===== config.mk =====
export PLATFORM = sky130hd
export DESIGN_NAME = mipsfpga_ahb_tone_gen
export DESIGN_NICKNAME = d
export VERILOG_FILES = /design/src/rtl/mipsfpga_ahb_tone_gen.sv
export SDC_FILE = /design/constraint.sdc
export NUM_CORES = 1
export LEC_CHECK = 0
export CORE_MARGIN = 2
export CORE_UTILIZATION = 60
export DETAILED_ROUTE_END_ITERATION = 10
export PLACE_DENSITY = 0.82
export SLEW_MARGIN = 25
export SYNTH_ARGS = -nofsm -noshare
export SYNTH_HDL_FRONTEND = slang
export SYNTH_SLANG_ARGS = --single-unit

===== constraint.sdc =====
create_clock -name clk -period 6.2 [get_ports clk]
set_input_delay 1.24 -clock clk [delete_from_list [all_inputs] [get_ports clk]]
set_output_delay 1.24 -clock clk [all_outputs]
set_load 0.1 [all_outputs]

===== src/rtl/mipsfpga_ahb_tone_gen.sv =====
// mipsfpga_ahb_tone_gen: multi-channel square-wave buzzer with timed notes,
// sticky done flags and a single-cycle completion interrupt.
module mipsfpga_ahb_tone_gen #(
    parameter int NUM_CH     = 4,
    parameter int HP_W       = 20,
    parameter int DUR_W      = 16,
    parameter int CLK_PER_US = 50,
    localparam int CH_W      = (NUM_CH > 1) ? $clog2(NUM_CH) : 1
) (
    input  logic              clk,
    input  logic              resetn,
    input  logic              wr_en,
    input  logic [CH_W-1:0]   wr_ch,
    input  logic [1:0]        wr_addr,
    input  logic [31:0]       wr_data,
    output logic [NUM_CH-1:0] buzz_ch,
    output logic              buzz,
    output logic [NUM_CH-1:0] done,
    output logic              irq
);
    typedef enum logic [1:0] {IDLE, PLAY, DONE} state_t;
    localparam int PW = $clog2(CLK_PER_US);

    logic [PW-1:0]     r_presc;
    state_t            r_state [NUM_CH];
    logic [HP_W-1:0]   r_hp    [NUM_CH];
    logic [HP_W-1:0]   r_pcnt  [NUM_CH];
    logic [DUR_W-1:0]  r_dur   [NUM_CH];
    logic [DUR_W-1:0]  r_mscnt [NUM_CH];
    logic [9:0]        r_uscnt [NUM_CH];
    logic [NUM_CH-1:0] r_en, r_buzz_ch, r_done;
    logic              r_buzz, r_irq;
    logic              w_us_tick;
    logic [NUM_CH-1:0] w_sel, w_reload, w_clr, w_run, w_tog, w_ms_wrap, w_expire;

    assign w_us_tick = r_presc == PW'(CLK_PER_US - 1);
    assign buzz_ch   = r_buzz_ch;
    assign buzz      = r_buzz;
    assign done      = r_done;
    assign irq       = r_irq;

    // A reloading write masks the channel's tick/expiry for that cycle.
    always_comb begin
        for (int i = 0; i < NUM_CH; i++) begin
            w_sel[i]     = wr_en && wr_ch == CH_W'(i) && wr_addr != 2'd3;
            w_reload[i]  = w_sel[i] && (wr_addr != 2'd2 || wr_data[1]);
            w_clr[i]     = w_sel[i] && wr_addr == 2'd2 && wr_data[2];
            w_run[i]     = !w_reload[i] && r_state[i] == PLAY && r_en[i] && r_hp[i] != '0;
            w_tog[i]     = w_run[i] && w_us_tick && r_pcnt[i] == r_hp[i] - HP_W'(1);
            w_ms_wrap[i] = w_run[i] && w_us_tick && r_dur[i] != '0 && r_uscnt[i] == 10'd999;
            w_expire[i]  = w_ms_wrap[i] && r_mscnt[i] == r_dur[i] - DUR_W'(1);
        end
    end

    always_ff @(posedge clk) begin
        if (!resetn) begin
            r_presc   <= '0;
            r_en      <= '0;
            r_buzz_ch <= '0;
            r_done    <= '0;
            r_buzz    <= 1'b0;
            r_irq     <= 1'b0;
            for (int i = 0; i < NUM_CH; i++) begin
                r_state[i] <= IDLE;
                r_hp[i]    <= '0;
                r_dur[i]   <= '0;
                r_pcnt[i]  <= '0;
                r_uscnt[i] <= '0;
                r_mscnt[i] <= '0;
            end
        end else begin
            r_presc <= w_us_tick ? '0 : r_presc + PW'(1);
            r_buzz  <= |r_buzz_ch;
            r_irq   <= |w_expire;
            for (int i = 0; i < NUM_CH; i++) begin
                if (w_sel[i] && wr_addr == 2'd0) r_hp[i] <= wr_data[HP_W-1:0];
                if (w_sel[i] && wr_addr == 2'd1) r_dur[i] <= wr_data[DUR_W-1:0];
                if (w_sel[i] && wr_addr == 2'd2) r_en[i] <= wr_data[0];
                if (w_reload[i] || w_expire[i]) begin
                    r_state[i]   <= w_expire[i] ? DONE : IDLE;
                    r_done[i]    <= w_expire[i];
                    r_buzz_ch[i] <= 1'b0;
                    r_pcnt[i]    <= '0;
                    r_uscnt[i]   <= '0;
                    r_mscnt[i]   <= '0;
                end else begin
                    if (w_clr[i]) r_done[i] <= 1'b0;
                    case (r_state[i])
                        IDLE: begin
                            r_buzz_ch[i] <= 1'b0;
                            if (r_en[i] && r_hp[i] != '0) r_state[i] <= PLAY;
                        end
                        PLAY: begin
                            if (!w_run[i]) begin
                                r_state[i]   <= IDLE;
                                r_buzz_ch[i] <= 1'b0;
                                r_pcnt[i]    <= '0;
                                r_uscnt[i]   <= '0;
                                r_mscnt[i]   <= '0;
                            end else if (w_us_tick) begin
                                r_pcnt[i] <= w_tog[i] ? '0 : r_pcnt[i] + HP_W'(1);
                                if (w_tog[i]) r_buzz_ch[i] <= !r_buzz_ch[i];
                                if (r_dur[i] != '0) r_uscnt[i] <= w_ms_wrap[i] ? '0 : r_uscnt[i] + 10'd1;
                                if (w_ms_wrap[i]) r_mscnt[i] <= r_mscnt[i] + DUR_W'(1);
                            end
                        end
                        default: begin
                            r_buzz_ch[i] <= 1'b0;
                            if (!r_en[i]) r_state[i] <= IDLE;
                        end
                    endcase
                end
            end
        end
    end
endmodule


==> reports/metrics.cfg <==
[die]
coreArea_mm2 = 0.0354
fp.dieArea_mm2 = 0.0373
start_util_pct = 60.7
ios = 49
die_x_um = 193
placementRows = 69
fp.dieH_um = 193

[clocking]
htree_levels = 2
cts.path.max_buffers = 3
cts_tree = done
cts_setup_buffers = 0
clk_latency_ns = 0.55
root_buffer = clkbuf_16
hold_buffers = 0
cts.sinks = 356
path_clk_slew_ns = 0.06
cts_resized = 0
cts_made_buffers = 40

[yosys]
synth.distinct_cells = 80
synth.net_count = 2179
syn_avg_cell_area_um2 = 10.1
synthCells = 2117
synth_edf_count = 336
ys_seq_elements = 356
synthArstFlopShare_pct = 0
ys.warnings.count = 0
yosysSeqAreaShare_pct = 48.8
ys.flop_type = edfxtp_1
synth_area_mm2 = 0.0215

[detailed_routing]
num_vias = 16700
vias_per_cell = 6.36
drtAntennaViolNets = 0
drtIter0Drc = 1714
drc = 0
finalWirelength_um = 51500
firstDrtPassIters = 6
routedWlPerCell_um = 19.6

[final_layout]
nets = 2192
area_delta_synth_final_pct = 10.2
drive_above_1_share_pct = 5.97

[sta]
hold_violations = 0
tns_ns = 0
maxSlewViolCount = 0
fin_skew_ns = 0.0204
timing.final.crit_share_pct = 77.7
worst_slack_ns = 1.39
slew-limit-headroom_pct = 34.9
tightest_slew_ns = 0.973
fin_hold_ws_ns = 0.511
fmax_ghz = 0.208
rsz0062_at_grt = false
final.min_clock_period_ns = 4.81
setup_viol = 0

[global_routing]
grt_max_degree = 40
grt_pass1_vias = 16300
grt_usage_pct = 27.3
antenna_found_initial = 4
grt_first_pass_wirelength_um = 83500
gr-total-overflow = 0

[worst_hold_path]
hold_path.class = flip-flop to flip-flop

[worst_setup_path]
crit_required_ns = 6.47
arrival_ns = 5.08
cp-end-kind = flip-flop
cp_max_fo = 20
crit_path_start_kind = primary input
critPathKind = primary input to flip-flop

[pwr]
vdd_ir_drop_max_uv = 189
p_leak_nw = 7.73
p_per_area_mw_per_mm2 = 258

[placed_design]
io_buffer_count = 36
place.gp.congestion = 0.940
pre_cts_ws_ns = 0.963
place_hpwl_um = 35300

[status]
status = complete, no violations

[run]
cap_violations = 0

cell usage after synthesis, types with 5 or more instances:
library cell,instances,area [um^2]
nor3_1,92,460
and4_1,7,61.3
dfxtp_1,20,400
or4_1,21,158
o41ai_1,6,52.6
a2111oi_0,5,43.8
and2_1,149,932
a21oi_1,34,170
xnor2_1,184,1610
ha_1,23,288
a31oi_1,18,113
nand3_1,106,531
o21ai_0,47,235
nor4_1,97,607
and3_1,42,263
nand4b_1,12,105
nor2_1,227,852
clkbuf_1,77,289
nor2b_1,15,93.8
nand3b_1,7,52.6
mux2i_1,9,90.1
or4b_2,8,80.1
nand2b_1,17,106
nor4b_1,7,61.3
o31ai_1,12,90.1
and3b_1,6,52.6
edfxtp_1,336,10100
nor3b_1,7,52.6
or3_1,19,119
inv_1,53,199
nand4_1,44,275
o211ai_1,14,105
or2_2,11,68.8
xor2_1,158,1380
a211oi_1,6,45.0
nand2_1,124,465
kinds of logic after synthesis:
group	synth area share, %
compound gates	6.48
xor+xnor	14.0
fa+ha+maj	1.34
buf+inv	2.59
flops	48.8
mux	0.419
simple gates	26.3
power by group:
part	switching, mW	internal [mW]
combinational	0.330	0.244
clock	0.992	1.55
sequential	0.202	2.79
state kept, by name, indices dropped and copies added, names as in the netlist:
register	flops
buzz	1
buzz_ch	4
done	4
irq	1
r_dur	64
r_en	4
r_hp	80
r_mscnt	64
r_pcnt	80
r_presc	6
r_state	8
r_uscnt	40
area by class of cell:
cell class | count | area (um^2)
Tap cell | 461 | 577
Sequential cell | 356 | 10500
Fill cell | 2659 | 11700
Inverter | 54 | 203
Clock buffer | 53 | 1100
Timing Repair Buffer | 57 | 518
Multi-Input combinational cell | 1621 | 10500
Antenna cell | 1 | 2.50
Clock inverter | 21 | 317
metal layers:
metal / routed length (um) / track usage (%) / share of wire (%)
met5: 29 / 0 / 0.056
met3: 3720 / 3.87 / 7.2
met2: 24800 / 46.0 / 48
met1: 20900 / 35.6 / 41
met4: 2030 / 11.3 / 3.9
layout by cell type, fill, tap and decap left out, types with 23 or more instances in the layout:
| cell | count |
|---|---|
| nor3_1 | 91 |
| nand4_1 | 44 |
| nand3_1 | 106 |
| inv_1 | 53 |
| and3_1 | 42 |
| nor4_1 | 97 |
| xnor2_1 | 184 |
| clkbuf_16 | 40 |
| xor2_1 | 158 |
| clkdlybuf4s50_1 | 36 |
| a21oi_1 | 34 |
| and2_1 | 149 |
| ha_1 | 23 |
| nand2_1 | 124 |
| edfxtp_1 | 336 |
| nor2_1 | 225 |
| o21ai_0 | 37 |
stage by stage:
stage / instances / total power [mW] / util (%) / instance area (um^2)
2_1_floorplan: 2117 / 3.40 / - / 21500
3_3_place_gp: 2549 / 3.56 / 62.8 / 22200
3_5_place_dp: 2549 / 3.59 / 62.8 / 22200
4_1_cts: 2623 / 6.12 / 66.8 / 23700
5_1_grt: 2624 / 6.31 / 66.9 / 23700
6_report: 2624 / 6.11 / 66.9 / 23700
path summary, 6_finish.rpt:
path	startpoint	to	slack (ns)	depth (start not counted)
worst min-delay path	r_presc[0]$_SDFF_PP0_	r_presc[0]$_SDFF_PP0_	0.51	1
worst min register to register	r_presc[0]$_SDFF_PP0_	r_presc[0]$_SDFF_PP0_	0.51	1
worst max-delay path	wr_addr[1]	r_pcnt[2][3]$_SDFFCE_PP0P_	1.39	9
worst max register to register	r_dur[2][0]$_SDFFCE_PN0P_	r_pcnt[2][3]$_SDFFCE_PP0P_	2.00	10
critical path, cell delays in order:
cell	delay (ns)
clkdlybuf4s50_1	0.58
or3b_1	0.38
a311o_1	0.42
a311o_1	0.40
or2_1	0.30
or3_4	0.43
nor4_4	0.49
or4_1	0.70
nor2_1	0.12
Power figures use the tool's default switching activity.
